===== src/rtl/sbus_frame_assembler.sv =====
// Collects receiver byte strobes into 25-byte S.BUS frames, qualifies them on
// inter-byte gap timing and footer value, and publishes good frames atomically.
module sbus_frame_assembler #(
   parameter int GAP_CYCLES = 25000
) (
   input  logic         clk_clk,
   input  logic         reset_reset,
   input  logic         i_rx_dv,
   input  logic [7:0]   i_rx_byte,
   output logic [175:0] o_words,
   output logic [7:0]   o_flags,
   output logic         o_failsafe,
   output logic         o_frame_lost,
   output logic         o_frame_stb,
   output logic [15:0]  o_frame_count,
   output logic [15:0]  o_err_count
);

   localparam int GW = $clog2(GAP_CYCLES + 1);
   localparam logic [GW-1:0] GAP_MAX = GW'(GAP_CYCLES);
   localparam logic [GW-1:0] GAP_PRE = GW'(GAP_CYCLES - 1);
   localparam int NBYTES = 22;

   typedef enum logic [1:0] {HUNT, DATA, FLAGS, FOOTER} state_t;

   state_t          state_q;
   logic [4:0]      idx_q;
   logic [GW-1:0]   gap_cnt_q, gap_cnt_d;
   logic [7:0]      shadow_q [NBYTES];
   logic [7:0]      shadow_flags_q;
   logic [175:0]    shadow_words;
   logic [175:0]    words_q;
   logic [7:0]      flags_q;
   logic            failsafe_q, frame_lost_q, frame_stb_q;
   logic [15:0]     frame_cnt_q, err_cnt_q, err_cnt_d;
   logic            armed, timeout, footer_ok, err_inc;

   assign armed     = (gap_cnt_q == GAP_MAX);
   assign timeout   = (state_q != HUNT) && !i_rx_dv && (gap_cnt_q == GAP_PRE);
   // Plain S.BUS footer 0x00, or S.BUS2 footers 0x04/0x14/0x24/0x34.
   assign footer_ok = (i_rx_byte == 8'h00) ||
                      ((i_rx_byte[7:6] == 2'b00) && (i_rx_byte[3:0] == 4'h4));
   assign err_inc   = timeout || ((state_q == FOOTER) && i_rx_dv && !footer_ok);

   always_comb begin
      gap_cnt_d = gap_cnt_q;
      if (i_rx_dv)
         gap_cnt_d = '0;
      else if (gap_cnt_q != GAP_MAX)
         gap_cnt_d = gap_cnt_q + 1'b1;
   end

   always_comb begin
      err_cnt_d = err_cnt_q;
      if (err_inc && (err_cnt_q != 16'hFFFF))
         err_cnt_d = err_cnt_q + 16'd1;
   end

   for (genvar gi = 0; gi < NBYTES / 2; gi++) begin : g_pack
      assign shadow_words[16*gi +: 16] = {shadow_q[2*gi+1], shadow_q[2*gi]};
   end

   // Shadow storage holds the in-flight frame; its contents are irrelevant
   // until a valid footer copies it out, so it carries no reset.
   always_ff @(posedge clk_clk) begin
      if (i_rx_dv && (state_q == DATA))
         shadow_q[idx_q] <= i_rx_byte;
      if (i_rx_dv && (state_q == FLAGS))
         shadow_flags_q <= i_rx_byte;
   end

   always_ff @(posedge clk_clk or negedge reset_reset) begin
      if (!reset_reset) begin
         state_q      <= HUNT;
         idx_q        <= '0;
         gap_cnt_q    <= GAP_MAX;
         words_q      <= '0;
         flags_q      <= '0;
         failsafe_q   <= 1'b1;
         frame_lost_q <= 1'b0;
         frame_stb_q  <= 1'b0;
         frame_cnt_q  <= '0;
         err_cnt_q    <= '0;
      end else begin
         gap_cnt_q   <= gap_cnt_d;
         err_cnt_q   <= err_cnt_d;
         frame_stb_q <= 1'b0;
         if (timeout) begin
            state_q <= HUNT;
         end else if (i_rx_dv) begin
            case (state_q)
               HUNT: begin
                  if ((i_rx_byte == 8'h0F) && armed) begin
                     state_q <= DATA;
                     idx_q   <= '0;
                  end
               end
               DATA: begin
                  idx_q <= idx_q + 5'd1;
                  if (idx_q == 5'(NBYTES - 1))
                     state_q <= FLAGS;
               end
               FLAGS: state_q <= FOOTER;
               FOOTER: begin
                  state_q <= HUNT;
                  if (footer_ok) begin
                     words_q      <= shadow_words;
                     flags_q      <= shadow_flags_q;
                     failsafe_q   <= shadow_flags_q[3];
                     frame_lost_q <= shadow_flags_q[2];
                     frame_stb_q  <= 1'b1;
                     frame_cnt_q  <= frame_cnt_q + 16'd1;
                  end
               end
               default: state_q <= HUNT;
            endcase
         end
      end
   end

   assign o_words       = words_q;
   assign o_flags       = flags_q;
   assign o_failsafe    = failsafe_q;
   assign o_frame_lost  = frame_lost_q;
   assign o_frame_stb   = frame_stb_q;
   assign o_frame_count = frame_cnt_q;
   assign o_err_count   = err_cnt_q;

endmodule


===== config.mk =====
export PLATFORM = sky130hd
export DESIGN_NAME = sbus_frame_assembler
export DESIGN_NICKNAME = d
export VERILOG_FILES = /design/src/rtl/sbus_frame_assembler.sv
export SDC_FILE = /design/constraint.sdc
export NUM_CORES = 1
export LEC_CHECK = 0
export CORE_AREA = 5 5 183 185
export CTS_BUF_LIST = sky130_fd_sc_hd__clkbuf_16
export DETAILED_ROUTE_END_ITERATION = 10
export DIE_AREA = 0 0 188 190
export GPL_TIMING_DRIVEN = 0
export PLACE_DENSITY = 0.8
export SYNTH_ARGS = -nofsm -noshare
export SYNTH_HDL_FRONTEND = slang
export SYNTH_SLANG_ARGS = --single-unit
export TNS_END_PERCENT = 10

===== constraint.sdc =====
create_clock -name clk_clk -period 2.8 [get_ports clk_clk]
set_input_delay 0.84 -clock clk_clk [delete_from_list [all_inputs] [get_ports clk_clk]]
set_output_delay 0.84 -clock clk_clk [all_outputs]
set_load 0.02 [all_outputs]

==> metrics.cfg, run 1 <==
[synthesis]
synthDistinctLibCells = 47
syn_area_um2 = 15500
syn-num-nets = 1318
ys_ff_latch = 424
synth-edff-count = 184
yosys_warnings = 0
avgSynthCellArea_um2 = 12.0
async_flop_share_pct = 56.6
synthCells = 1295
synth_flop_cell = dfrtp_1
synth.yosys.seq_area_share_pct = 74.5

[floorplan]
die_height_um = 190
start_util_pct = 48.6
die_w_um = 188
ios = 230
dieArea_um2 = 35700
rows = 66
core_area_um2 = 31900

[cts]
clk_path_buf_depth = 3
path_clk_slew_ns = 0.06
cts-htree-levels = 2
cts_buffers = 43
holdBufCountCts = 0
cts.sinks = 424
clkLatencyLatePin_ns = 0.54
tritoncts = built
clockRootBuffer = clkbuf_16

[critical_path]
crit_type = in -> reg
critical_path_arrival_ns = 3.08
cp-end-kind = register
path_max_fanout = 25
ff2ff_setup_slack_ns = 0.21
cp-start-kind = input pin
critical_path_required_ns = 3.25

[placement]
place_hpwl_um = 24300
place_congestion = 0.844
buffer_ports.inserted = 228
dp.cells = 1933
pre_cts_slack_ns = -1.83

[route]
avgViaCountPerCell = 5.16
avgRoutedWirePerCell_um = 18.7
drt_iter0_drc = 886
postRouteAntennaNets = 0
routed_wl_um = 37600
drc_errors = 0
drt_pass1_iterations = 5
vias = 10400

[sta]
finalHoldViolCount = 0
whs_ns = 0.114
setup_tns_ns = 0
max_freq_ghz = 0.380
setup_viol = 0
fin_crit_ns = 2.63
post-route-period-util_pct = 93.9
skew_ns = 0.0202
tightest_slew_ns = 1.02
rsz0062_at_grt = false
fin_ws_ns = 0.171
slew_headroom_pct = 31.7
slew_viol_final = 0

[pwr]
ir_drop_mv = 0.441
p_leak_uw = 0.00879
powerDensity_nw_per_um2 = 765
p_total_uw = 15200

[global_routing]
grt_max_degree = 120
gr-total-overflow = 0
antenna_found_initial = 1
grtUsageTotal_pct = 20.9
grt_pass1_vias = 10600
grt_pass1_wl_um = 59000

[worst_hold_path]
hold_class = in -> async

[final_layout]
final_layout_size_suffix_gt1_share_pct = 7.35
antennaDiodeCount = 0
final_cells = 2013
area_growth_pct = 28.0
final_common_cell = nand2_1
fin_nets = 1593
final_cell_mix = 588 x nand2_1, 233 x dfrtp_1, 219 x clkdlybuf4s50_1
fillers = 2434

[run]
drv_cap = 0

[status]
outcome = finished, final reports clean

## sequential cells by signal (all words and copies together) (netlist names)
signal	cells
shadow_flags_q	8
o_err_count	16
o_words	176
gap_cnt_q	15
idx_q	5
state_q	2
o_frame_stb	1
o_flags	8
o_failsafe	1
shadow_q	176
o_frame_count	16
## through the flow
step / instance area, um2 / utilization, %
floorplan: 15500 / -
global placement: 18300 / 57.4
detailed placement: 18300 / 57.5
CTS: 19800 / 62.2
global route: 19800 / 62.2
finish: 19800 / 62.2
## worst paths after layout
| check | startpoint | cells past startpoint | end |
|---|---|---|---|
| worst min register to register | shadow_q[13][5]$_DFFE_PP_ | 2 | o_words[109]$_DFFE_PN0P_ |
| worst min-delay path | reset_reset | 1 | o_err_count[13]$_DFFE_PN0P_ |
| worst max register to register | state_q[1]$_DFFE_PN0P_ | 6 | shadow_q[9][1]$_DFFE_PP_ |
| min in group clk_clk | shadow_q[13][5]$_DFFE_PP_ | 2 | o_words[109]$_DFFE_PN0P_ |
| worst max-delay path | i_rx_byte[4] | 10 | o_words[105]$_DFFE_PN0P_ |
| max in group asynchronous | reset_reset | 2 | o_words[34]$_DFFE_PN0P_ |
## report_power, final
part | switching (uW) | internal [uW] | total, uW
registers | 287 | 6920 | 7200
logic | 1180 | 834 | 2010
clock network | 2350 | 3610 | 5970
## worst max-delay path: stages
cell and delay, ns:
buf_2 0.35, o21bai_1 0.22, and3_1 0.22, nand3_2 0.24, inv_1 0.17, clkbuf_4 0.26
buf_4 0.25, buf_2 0.25, nand2_1 0.12, nand2_1 0.11
## what timing repair did
action,4_1_cts,5_1_grt
setup buffers,0,0
gates resized for setup,25,12
cloned,0,0
endpoints found under the setup margin,227,145
## cell usage after synthesis (all sizes together) (9+ instances only)
library cell | number | area share, %
clkbuf | 33 | 0.80
nor2 | 50 | 1.2
edfxtp | 184 | 36
ha | 12 | 0.97
nand4 | 15 | 0.70
dfrtp | 233 | 38
and3 | 10 | 0.40
inv | 10 | 0.24
o21ai | 9 | 0.29
nand2 | 588 | 14
buf | 21 | 0.69
nand3 | 27 | 0.87
xnor2 | 30 | 1.7
## cell families (layout without fill, tap and decap cells)
family / count (synthesis) / in the layout / synth area share, %
AOI/OAI and AO/OA: 30 / 30 / 1.32
xor gates and xnor gates: 38 / 38 / 2.15
adders and majority gates: 12 / 12 / 0.969
buffers and inverters: 64 / 374 / 1.73
DFF: 424 / 424 / 74.5
muxes: 5 / 5 / 0.347
and+or+nand+nor: 722 / 722 / 19.0
## cell type report
| cell class | count | area (um2) | share of cell area [%] |
|---|---|---|---|
| Tap cell | 408 | 510 | 2.57 |
| Clock buffer | 44 | 1100 | 5.55 |
| Buffer | 54 | 239 | 1.20 |
| Timing Repair Buffer | 230 | 2310 | 11.7 |
| Clock inverter | 36 | 394 | 1.99 |
| Multi-Input combinational cell | 807 | 3700 | 18.7 |
| Inverter | 10 | 37.5 | 0.189 |
| Sequential cell | 424 | 11500 | 58.2 |
## routing by layer
layer	GRT usage [%]	wire length (um)	vias up
met5	0	19	-
met4	6.07	1070	2
met2	35.8	18700	358
met1	27.8	15600	5156
met3	3.58	2190	80
li1	-	-	4796
Power figures use the tool's default switching activity.
==> run 2, diff against run 1 <==
--- a/config.mk
+++ b/config.mk
@@ -9,7 +9,6 @@
 export CTS_BUF_LIST = sky130_fd_sc_hd__clkbuf_16
 export DETAILED_ROUTE_END_ITERATION = 10
 export DIE_AREA = 0 0 188 190
-export GPL_TIMING_DRIVEN = 0
 export PLACE_DENSITY = 0.8
 export SYNTH_ARGS = -nofsm -noshare
 export SYNTH_HDL_FRONTEND = slang
==> metrics.cfg, run 2 (synthesis gave the netlist of run 1 again) <==
[pwr]
p_total_uw = 14700  ; was 15200 uW
powerDensity_nw_per_um2 = 733  ; was 765 nW/um2
p_switching_uw = 3780  ; was 3820 uW
p_leak_uw = 0.00889  ; was 0.00879 uW
comb_power_share_pct = 13.9  ; was 13.2%
clkPwrFrac_pct = 36.7  ; was 39.3%
p_seq_share_pct = 49.4  ; was 47.4%
p_sw_share_pct = 25.8  ; was 25.1%
p_int_uw = 10900  ; was 11400 uW
ir_drop_mv = 0.629  ; was 0.441 mV

[sta]
tightest_slew_ns = 0.596  ; was 1.02 ns
finalHoldViolCount = 0  ; unchanged
post-route-period-util_pct = 88.9  ; was 93.9%
max_freq_ghz = 0.402  ; was 0.380 GHz
setup_viol = 0  ; unchanged
rsz0062_at_grt = false  ; unchanged
skew_ns = 0.0108  ; was 0.0202 ns
fin_crit_ns = 2.49  ; was 2.63 ns
slew_viol_final = 0  ; unchanged
slew_headroom_pct = 60.3  ; was 31.7%

[cts]
cts_resized = 0  ; was 25
cts.sinks = 424  ; unchanged
clk_path_buf_depth = 3  ; unchanged
clockRootBuffer = clkbuf_16  ; unchanged
cts_setup_buffers = 0  ; unchanged
holdBufCountCts = 0  ; unchanged
cts-htree-levels = 2  ; unchanged
tritoncts = built  ; unchanged
path_clk_slew_ns = 0.06  ; about the same
clkLatencyLatePin_ns = 0.53  ; was 0.54 ns
cts_buffers = 42  ; was 43

[placement]
placed_area_um2 = 18700  ; was 18300 um2
buffer_ports.inserted = 229  ; was 228
dp.cells = 1942  ; was 1933
place_congestion = 0.823  ; was 0.844
place_hpwl_um = 24500  ; was 24300 um

[global_routing]
gr-total-overflow = 0  ; unchanged
antenna_found_initial = 1  ; unchanged
grt_pass1_vias = 11000  ; was 10.6k
grtUsageTotal_pct = 21.2  ; was 20.9%
grt_max_degree = 82  ; was 120
grt_pass1_wl_um = 60400  ; was 59000 um

[critical_path]
crit_family = buffers and inverters  ; unchanged
slowest_stage = clkdlybuf4s50_1  ; was buf_2
path_max_fanout = 2  ; was 25
critPathBufInv = 1  ; was 5
slowest_delay_ns = 0.60  ; was 0.35 ns
crit_chain = clkdlybuf4s50_1  ; was buf_2 > o21bai_1 > and3_1 > nand3_2 > inv_1 > clkbuf_4 > buf_4 > buf_2 > nand2_1 > nand2_1
cp-start-kind = register  ; was input pin
cp-end-kind = primary output  ; was register
critical_path_arrival_ns = 1.65  ; was 3.08 ns
crit_type = reg -> out  ; was in -> reg
critical_path_required_ns = 1.96  ; was 3.25 ns

[floorplan]
dieArea_um2 = 35700  ; unchanged
start_util_pct = 48.6  ; unchanged
rows = 66  ; unchanged
die_height_um = 190  ; unchanged
core_area_um2 = 31900  ; unchanged
die_w_um = 188  ; unchanged
ios = 230  ; unchanged

[final_layout]
final_cell_mix = 588 x nand2_1, 233 x dfrtp_1, 227 x clkdlybuf4s50_1  ; was 588 x nand2_1, 233 x dfrtp_1, 219 x clkdlybuf4s50_1
final_cells = 2020  ; was 2013
area_growth_pct = 29.1  ; was 28.0%
antennaDiodeCount = 0  ; unchanged
fin_nets = 1601  ; was 1593
final_common_cell = nand2_1  ; unchanged
final_area_um2 = 20000  ; was 19800 um2
final_layout_size_suffix_gt1_share_pct = 9.24  ; was 7.35%

[route]
avgRoutedWirePerCell_um = 18.7  ; about the same
postRouteAntennaNets = 0  ; unchanged
drt_pass1_iterations = 5  ; unchanged
vias = 10500  ; was 10.4k
avgViaCountPerCell = 5.17  ; was 5.16
routed_wl_um = 37900  ; was 37600 um
drc_errors = 0  ; unchanged
drt_iter0_drc = 762  ; was 886

[run]
drv_cap = 0  ; unchanged

[status]
outcome = finished, final reports clean  ; unchanged

[worst_hold_path]
hold_class = in -> async  ; unchanged

run 2: power groups by stage:
stage / registers, uW / clock network [uW] / logic (uW)
6_report: 7250 / 5390 / 2040
5_1_grt: 7290 / 5770 / 2220
4_1_cts: 7240 / 5490 / 2070
3_5_place_dp: 7360 / 0 / 2060
3_3_place_gp: 7350 / 0 / 1990
2_1_floorplan: 7620 / 0 / 650
run 2: layer usage:
metal / GRT usage, % / wire, um / up-vias / part of all wire [%]
met5: 0 / 0 / - / 0
met4: 6.44 / 1010 / 0 / 2.7
met3: 3.87 / 2330 / 72 / 6.2
met2: 36.3 / 19100 / 375 / 50
met1: 27.9 / 15400 / 5195 / 41
li1: - / - / 4809 / -
run 2: area by class of cell:
cell class,instances,area (um2)
inverter,10,42.5
multi-input combinational,807,3700
sequential,424,11500
clock inverter,35,254
tap,408,510
clock buffer,43,1080
timing repair buffer,293,2890
fill,2367,11900
run 2: path summary, 6_finish.rpt:
kind	from	endpoint	slack, ns	cells past startpoint
setup / recovery	o_failsafe$_DFFE_PN1P_	o_failsafe	0.31	1
hold / removal	reset_reset	o_err_count[13]$_DFFE_PN0P_	0.26	1
setup reg to reg	o_err_count[0]$_DFFE_PN0P_	o_err_count[1]$_DFFE_PN0P_	0.73	7
hold reg to reg	shadow_q[17][7]$_DFFE_PP_	o_words[143]$_DFFE_PN0P_	0.43	2
max in group asynchronous	reset_reset	o_words[12]$_DFFE_PN0P_	1.77	2
min in group clk_clk	shadow_q[17][7]$_DFFE_PP_	o_words[143]$_DFFE_PN0P_	0.43	2
run 2: through the flow:
stage / setup WS [ns] / utilization (%) / TNS [ns] / hold WS [ns]
2_1_floorplan: 0.502 / - / 0 / 0.415
3_3_place_gp: 0.0215 / 58.6 / 0 / 0.417
3_5_place_dp: -0.0283 / 58.6 / -0.0347 / 0.421
4_1_cts: 0.282 / 62.8 / 0 / 0.293
5_1_grt: 0.253 / 62.8 / 0 / 0.303
6_report: 0.311 / 62.8 / 0 / 0.265
